### src/rtl/input_pkg.sv
// Shared definitions for the player input conditioning slice:
// button indices, jump request FSM encodings and direction memory values.
package input_pkg;

    localparam int BTN_LEFT   = 0;
    localparam int BTN_RIGHT  = 1;
    localparam int BTN_JUMP   = 2;
    localparam int BTN_ATTACK = 3;
    localparam int BTN_COUNT  = 4;

    typedef enum logic [1:0] {
        JS_IDLE = 2'b00,
        JS_PEND = 2'b01,
        JS_WAIT = 2'b10
    } jump_state_e;

    typedef enum logic {
        DIR_LEFT  = 1'b0,
        DIR_RIGHT = 1'b1
    } dir_e;

endpackage

### src/rtl/btn_debounce.sv
// One button: 2-FF synchroniser, persistence counter and accepted stable level,
// with a single-clock rise pulse on the clock the stable level goes high.
module btn_debounce #(
    parameter int                    DB_WIDTH  = 16,
    parameter logic [DB_WIDTH-1:0]   DB_CYCLES = DB_WIDTH'(50000)
) (
    input  logic clk,
    input  logic reset,
    input  logic btn,
    output logic st,
    output logic rise
);

    localparam logic [DB_WIDTH-1:0] DB_LAST = DB_CYCLES - DB_WIDTH'(1);

    logic                sync_q1;
    logic                sync_q2;
    logic [DB_WIDTH-1:0] cnt;

    always_ff @(posedge clk) begin
        if (reset) begin
            sync_q1 <= 1'b0;
            sync_q2 <= 1'b0;
            st      <= 1'b0;
            rise    <= 1'b0;
            cnt     <= '0;
        end else begin
            sync_q1 <= btn;
            sync_q2 <= sync_q1;
            rise    <= 1'b0;
            if (sync_q2 == st) begin
                cnt <= '0;
            end else if (cnt == DB_LAST) begin
                // New level has persisted long enough: accept it.
                st   <= ~st;
                rise <= ~st;
                cnt  <= '0;
            end else begin
                cnt <= cnt + DB_WIDTH'(1);
            end
        end
    end

endmodule

### src/rtl/player_input_ctrl.sv
// Conditions raw player buttons into move/jump/attack requests for player_move.
// Optional build macro INPUT_SOCD_LAST_WINS_EN: last-pressed direction wins when both held.
//
// Jump FSM
//   state   | meaning
//   JS_IDLE | no jump request outstanding
//   JS_PEND | jump asserted, waiting for a grounded SCEN tick to consume it
//   JS_WAIT | press buffered while airborne, jbuf SCEN ticks remaining
module player_input_ctrl
    import input_pkg::*;
#(
    parameter int                  DB_WIDTH       = 16,
    parameter logic [DB_WIDTH-1:0] DB_CYCLES      = DB_WIDTH'(50000),
    parameter logic [2:0]          JUMP_BUF_TICKS = 3'd4
) (
    input  logic       clk,
    input  logic       reset,
    input  logic       SCEN,
    input  logic       btn_left,
    input  logic       btn_right,
    input  logic       btn_jump,
    input  logic       btn_attack,
    input  logic       jump_active,
    output logic       move_left,
    output logic       move_right,
    output logic       jump,
    output logic       attack_req,
    output logic [3:0] btn_state
);

    logic [BTN_COUNT-1:0] btn_raw;
    logic [BTN_COUNT-1:0] st_vec;
    logic [BTN_COUNT-1:0] rise_vec;

    assign btn_raw = {btn_attack, btn_jump, btn_right, btn_left};

    for (genvar i = 0; i < BTN_COUNT; i++) begin : g_db
        btn_debounce #(
            .DB_WIDTH  (DB_WIDTH),
            .DB_CYCLES (DB_CYCLES)
        ) u_db (
            .clk   (clk),
            .reset (reset),
            .btn   (btn_raw[i]),
            .st    (st_vec[i]),
            .rise  (rise_vec[i])
        );
    end

    assign btn_state = st_vec;

    logic left_nxt;
    logic right_nxt;

`ifdef INPUT_SOCD_LAST_WINS_EN
    dir_e last_dir;
    dir_e last_dir_nxt;

    always_comb begin
        last_dir_nxt = last_dir;
        // Simultaneous rises are resolved towards right.
        if (rise_vec[BTN_RIGHT]) begin
            last_dir_nxt = DIR_RIGHT;
        end else if (rise_vec[BTN_LEFT]) begin
            last_dir_nxt = DIR_LEFT;
        end
    end

    always_ff @(posedge clk) begin
        if (reset) begin
            last_dir <= DIR_LEFT;
        end else begin
            last_dir <= last_dir_nxt;
        end
    end

    always_comb begin
        left_nxt  = st_vec[BTN_LEFT]
                    & (~st_vec[BTN_RIGHT] | (last_dir_nxt == DIR_LEFT));
        right_nxt = st_vec[BTN_RIGHT]
                    & (~st_vec[BTN_LEFT] | (last_dir_nxt == DIR_RIGHT));
    end
`else
    logic dir_rise_unused;
    assign dir_rise_unused = rise_vec[BTN_LEFT] ^ rise_vec[BTN_RIGHT];

    always_comb begin
        left_nxt  = st_vec[BTN_LEFT] & ~st_vec[BTN_RIGHT];
        right_nxt = st_vec[BTN_RIGHT] & ~st_vec[BTN_LEFT];
    end
`endif

    always_ff @(posedge clk) begin
        if (reset) begin
            move_left  <= 1'b0;
            move_right <= 1'b0;
        end else begin
            move_left  <= left_nxt;
            move_right <= right_nxt;
        end
    end

    jump_state_e state;
    jump_state_e state_nxt;
    logic [2:0]  jbuf;
    logic [2:0]  jbuf_nxt;

    always_ff @(posedge clk) begin
        if (reset) begin
            state <= JS_IDLE;
            jbuf  <= 3'd0;
        end else begin
            state <= state_nxt;
            jbuf  <= jbuf_nxt;
        end
    end

    always_comb begin
        state_nxt = state;
        jbuf_nxt  = jbuf;
        case (state)
            JS_IDLE: begin
                if (rise_vec[BTN_JUMP]) begin
                    if (jump_active) begin
                        state_nxt = JS_WAIT;
                        jbuf_nxt  = JUMP_BUF_TICKS;
                    end else begin
                        state_nxt = JS_PEND;
                    end
                end
            end
            JS_PEND: begin
                if (jump_active) begin
                    state_nxt = JS_WAIT;
                    jbuf_nxt  = JUMP_BUF_TICKS;
                end else if (SCEN) begin
                    state_nxt = JS_IDLE;
                end
            end
            JS_WAIT: begin
                if (!jump_active) begin
                    state_nxt = JS_PEND;
                    jbuf_nxt  = 3'd0;
                end else if (SCEN) begin
                    // Buffer exhausted while still airborne: drop the press.
                    if (jbuf <= 3'd1) begin
                        state_nxt = JS_IDLE;
                        jbuf_nxt  = 3'd0;
                    end else begin
                        jbuf_nxt = jbuf - 3'd1;
                    end
                end
            end
            default: begin
                state_nxt = JS_IDLE;
                jbuf_nxt  = 3'd0;
            end
        endcase
    end

    assign jump = (state == JS_PEND);

    always_ff @(posedge clk) begin
        if (reset) begin
            attack_req <= 1'b0;
        end else if (rise_vec[BTN_ATTACK]) begin
            attack_req <= 1'b1;
        end else if (SCEN) begin
            attack_req <= 1'b0;
        end
    end

endmodule
### config.mk
export PLATFORM = sky130hd
export DESIGN_NAME = player_input_ctrl
export DESIGN_NICKNAME = d
export VERILOG_FILES = /design/src/rtl/input_pkg.sv /design/src/rtl/btn_debounce.sv /design/src/rtl/player_input_ctrl.sv
export SDC_FILE = /design/constraint.sdc
export NUM_CORES = 1
export LEC_CHECK = 0
export ABC_AREA = 1
export BUFFER_PORTS_ARGS = -buffer_cell sky130_fd_sc_hd__buf_2
export CORE_MARGIN = 5
export CORE_UTILIZATION = 60
export CTS_CLUSTER_SIZE = 10
export DETAILED_ROUTE_END_ITERATION = 8
export PLACE_DENSITY = 0.78
export SYNTH_ARGS = -nofsm -noshare
export SYNTH_HDL_FRONTEND = slang
export SYNTH_SLANG_ARGS = --single-unit
export TNS_END_PERCENT = 1
### constraint.sdc
create_clock -name clk -period 1.6 [get_ports clk]
set_input_delay 0.32 -clock clk [delete_from_list [all_inputs] [get_ports clk]]
set_output_delay 0.32 -clock clk [all_outputs]
set_load 0.01 [all_outputs]
; ---- After elaboration in Yosys (flattened, before gate mapping)
; Cells that the tools add are included.
[word_totals]
ff_bits = 86
in_bits = 8
output_inout_bits = 8
word_cells = 85
[op_classes]
add_sub_neg = 5
order_cmp = 1
eq_ne = 14
mux = 16
bitwise = 12
reduce_logical = 14
[op_table]
columns = operator, n
row1 = "adder 16 x 1 -> 16 bit, second input constant", 4
row2 = "equality test 16 bit, second input constant", 4
row3 = OR reduction 3 bit, 6
row4 = two-way mux 3 bit, 5
row5 = two-way mux 2 bit, 7
row6 = NOT 1 bit, 10
row7 = AND reduction 2 bit, 5
row8 = "inequality test 3 bit, second input constant", 3
row9 = one-hot mux 3 bit (3 select lines), 1
row10 = one-hot mux 2 bit (3 select lines), 1
row11 = equality test 1 bit, 4
row12 = AND reduction 4 bit, 1
row13 = "<= comparator 3 x 1 -> 1 bit, second input constant", 1
row14 = "subtractor 3 x 1 -> 3 bit, second input constant", 1
row15 = bitwise AND 1 bit, 2
row16 = "equality test 2 x 1 -> 1 bit, second input constant", 1
row17 = "equality test 2 bit, second input constant", 1
row18 = logical NOT 2 bit, 1
row19 = two-way mux 1 bit, 2
row20 = "inequality test 2 x 1 -> 1 bit, second input constant", 1
row21 = nonzero test 2 bit, 1

; ---- Depth between registers and ports, before layout
[depth]
ltp_word = 5
depth_mapped = 9
depth_no_buf = 9

; ---- Modules after synthesis
; From an unflattened synthesis, not the netlist that was laid out.
[unflattened]
hier_cells = 616
hier_area_um2 = 4295.4
[by_module_without_submodules]
columns = mod, instances, cells_per_inst, area_each_um2, seq_area_each_um2
row1 = btn_debounce, 4, 137, 963.4, 400.4
row2 = player_input_ctrl, 1, 68, 441.7, 160.2

; ---- Least setup slack after synthesis
; No wires, ideal clock.
[synth_timing]
path_type = register to register
start = reg g_db[1].u_db.cnt[0]
end = reg g_db[1].u_db.cnt[6]
setup_time_ns = 0.115
arrival_time_ns = 1.230
required_time_ns = 1.485
slack_ns = 0.256
stages_incl_launch_ff = 10
path_buffers = 1
period_less_slack_ns = 1.344
cell_sequence = dfxtp_1 ha_1 nand2_1 inv_1 nand2_2 nor2_2 nand3_1 nand2_2 buf_6 nor2_1
[synth_via]
elab_chain_len = 2
elab_cells_between_ends = 3
classes_between = add/sub (1) / eq/ne (1) / reduce/logical (1)
[synth_lines]
columns = item, line_no
row1 = from (decl), btn_debounce.sv:18  ; logic [DB_WIDTH-1:0] cnt;
row2 = from (signal assigned), btn_debounce.sv:39  ; cnt <= cnt + DB_WIDTH'(1);
row3 = "parallel branches: the longest is 2 deep, another holds adder 16 x 1 -> 16 bit", n/a
; Several ways; the timed one is not identified.
; A chain may end at the register's enable or synchronous reset.

; ---- Worst setup path after layout
[layout_timing]
start = reg state[0]
end = out jump
[layout_via]
elab_chain_len = 1
[layout_lines]
columns = item, line_no
row1 = from (decl), player_input_ctrl.sv:103  ; jump_state_e state;
row2 = from (signal assigned), player_input_ctrl.sv:113  ; state <= state_nxt;
row3 = equality test 2 x 1 -> 1 bit, player_input_ctrl.sv:161  ; assign jump = (state == JS_PEND);
row4 = to (decl), player_input_ctrl.sv:26  ; output logic jump,
; No other way between the ends.

==> flow_metrics.py <==
metrics = {
    "global_routing": {
        "overflow": 0,
        "antenna_found_initial": 0,
        "grt_usage_pct": 18.5,
        "grt_pass1_wl_um": 13200,
        "first_global_vias": 3174,
        "grt_max_degree": 17,
    },
    "sta": {
        "skew_ps": 5.84,
        "setup_slack_ps": 107,
        "rsz0062_at_grt": "false",
        "max_freq_mhz": 670,
        "maxSlewHeadroom_pct": 75.3,
        "fin_crit_ps": 1490,
        "finalCritPeriodShare_pct": 93.3,
        "setup_viol": 0,
        "worstMarginPinSlew_ps": 367,
        "setup_tns_ps": 0,
        "drv_slew": 0,
        "hold_viol_final": 0,
    },
    "synth": {
        "yosys.area.top_type_share_pct": 42.0,
        "synth-seq-area-share_pct": 42.0,
        "synth_area_leader_cell": "dfxtp_1",
        "yosysWarnings": 0,
        "synth_edf_count": 0,
        "syn_inst": 595,
        "syn-num-nets": 609,
        "ys_top_cells_by_area": "dfxtp_1 42%, nand2_1 11%, nor2_1 11%, inv_1 6.9%, nand3_1 5.7%",
        "synth.lib_cells_used.distinct": 28,
        "syn_avg_cell_area_um2": 6.89,
        "ys_seq_elements": 86,
        "ys_async_sr_fraction_pct": 0,
        "synth_ff_type": "dfxtp_1",
        "synth_area_um2": 4100,
    },
    "detailed_routing": {
        "route.detailed.wl_per_inst_um": 10.9,
        "met3_length_um": 302,
        "wirelength_um": 7630,
        "wl_met1_um": 3880,
        "drt_iter0_markers": 130,
        "met2_wirelength_um": 3290,
        "vias_per_cell": 5.18,
        "dr.max_layer_used": "met4",
        "dr.pass1.iters": 4,
        "num_vias": 3608,
        "drc_errors": 0,
        "detail-route-antenna-nets": 0,
    },
    "critical_path": {
        "reg2reg_from": "g_db[0].u_db.cnt[0]",
        "path_delay_family": "flip-flops",
        "crit_chain": "inv_1, nor2_1, buf_2",
        "worstPathMaxFanout": 5,
        "critical_path_class": "flip-flop to output port",
        "crit_slowest_cell": "dfxtp_1",
        "arrival_ps": 1170,
        "r2r-end": "g_db[0].u_db.cnt[3]",
        "slowest_delay_ps": 410,
        "startpoint_type": "flip-flop",
        "crit_path_end_kind": "output port",
        "worstRegToRegCells": 6,
        "critPathBufInv": 2,
        "required_ps": 1280,
        "reg2reg_slack_ps": 160,
    },
    "floorplan": {
        "die_y_um": 92.7,
        "io_pins": 16,
        "core-area_um2": 6720,
        "rows": 30,
        "die_area_um2": 8590,
        "start_util_pct": 61.0,
        "die_w_um": 92.7,
    },
    "place": {
        "dp_hpwl_um": 5620,
        "post-place-cells": 681,
        "place_congestion": 0.913,
        "pre_cts_ws_ps": 91.3,
        "port_buffers": 15,
    },
    "clock_tree": {
        "ctsResizeCount": 0,
        "cts_root_buf": "clkbuf_8",
        "htree_levels": 3,
        "clk_pin_slew_ps": 80,
        "clk_path_buf_depth": 2,
        "cts_tree": "built",
        "insertion_delay_ps": 350,
        "cts.sinks": 86,
        "post-cts-setup-buffer-count": 0,
        "cts-hold-fix-buffers": 0,
        "cts_buffers": 9,
    },
    "power": {
        "power.switching_uw": 919,
        "seq_power_share_pct": 56.9,
        "p_leak_nw": 1.54,
        "clkPwrFrac_pct": 36.9,
        "power_frac_comb_pct": 6.3,
        "total_power_mw": 3.86,
        "intPower_mw": 2.94,
        "switching_share_pct": 23.8,
        "powerDensity_nw_per_um2": 873,
        "peakVddDrop_v": 0.000453,
    },
    "status": {
        "status": "complete, no violations",
    },
    "worst_hold_path": {
        "hold_class": "input port to flip-flop",
        "whs_endpoint": "g_db[2].u_db.sync_q1",
        "hold_depth": 3,
        "hold_start": "btn_jump",
    },
    "finish": {
        "multi_input_area_um2": 2040,
        "layout_common_cells": "119 x nand2_1, 115 x nor2_1, 86 x dfxtp_1",
        "mostFrequentLayoutCell": "nand2_1",
        "drive_above_1_share_pct": 7.94,
        "fin_cells": 697,
        "final_util_pct": 65.8,
        "nets": 626,
        "syn2layout_area_growth_pct": 7.78,
        "num_antenna_cells": 0,
        "nFillCells": 606,
        "seq_area_um2": 1720,
    },
    "job": {
        "cap_violations": 0,
    },
}
## state kept, by name, summed over array words and instances, names as in the netlist
| name | count |
|---|---|
| move_left | 1 |
| jbuf | 3 |
| g_db.u_db.rise | 2 |
| g_db.u_db.sync_q1 | 4 |
| attack_req | 1 |
| g_db.u_db.cnt | 64 |
| g_db.u_db.sync_q2 | 4 |
| move_right | 1 |
| state | 2 |
| g_db.u_db.st | 4 |
## logic make-up (layout without fill, tap and decap cells)
kind of cell | count (synthesis) | count (layout) | share of synthesized area (%)
buf+inv | 86 | 108 | 9.03
compound gates | 64 | 64 | 8.08
xor+xnor | 17 | 17 | 3.63
fa+ha+maj | 6 | 6 | 1.83
flops | 86 | 86 | 42.0
simple gates | 336 | 336 | 35.4
## worst max-delay path by stage
stage / startpoint / end / slack, ps / cells past startpoint
after floorplan: g_db[1].u_db.cnt[0] / g_db[1].u_db.cnt[6] / 260 / 9
after global placement: g_db[0].u_db.cnt[0] / g_db[0].u_db.cnt[12] / 160 / 6
after detailed placement: g_db[0].u_db.cnt[0] / g_db[0].u_db.cnt[12] / 90 / 6
after CTS: g_db[1].u_db.cnt[0] / g_db[1].u_db.cnt[14] / 90 / 8
after global routing: g_db[1].u_db.cnt[0] / g_db[1].u_db.cnt[14] / 10 / 8
final: state[0] / jump / 110 / 3
## power groups by stage
stage | logic, mW | clock network, mW | registers (mW)
2_1_floorplan | 0.191 | 0 | 2.24
3_3_place_gp | 0.227 | 0 | 2.25
3_5_place_dp | 0.238 | 0 | 2.25
4_1_cts | 0.238 | 1.46 | 2.20
5_1_grt | 0.285 | 1.55 | 2.20
6_report | 0.241 | 1.42 | 2.20
## worst reg2reg max path: stages, from the launching register on
cell,delay (ps)
dfxtp_1,400
ha_1,250
nand3_1,150
nor2_2,140
nand3_1,130
nand2_4,200
a21oi_1,70
## metal layers
layer  up-vias  GRT usage (%)
li1       1924              -
met1      1606           24.2
met2        65           29.5
met3        13           3.41
met4         0           8.91
met5         -              0
## final cells by class
class,instances,share of cell area [%]
clock buffer,13,3.82
sequential,86,38.9
inverter,76,6.51
clock inverter,3,0.396
multi-input combinational,423,46.2
timing repair buffer,16,1.87
tap,80,2.26
## per-stage QoR
step                hold WS (ps)  area [µm²]
finish                       178        4420
global route                 170        4420
CTS                          161        4390
detailed placement           396        4200
global placement             394        4200
floorplan                    388        4100
## cells in the mapped netlist (2+ instances only)
library cell,instances
or2_0,3
nand2_2,4
or2_1,4
a21oi_1,44
nor2_2,5
ha_1,6
xor2_1,13
nor2_1,115
xnor2_1,4
nand3_2,2
nand2_1,119
buf_4,6
nor3_1,10
buf_6,3
inv_1,75
nand3_1,47
o21ai_0,16
dfxtp_1,86
or2_2,4
nand4_1,21
Note: power is estimated with default switching activity, not from simulation.
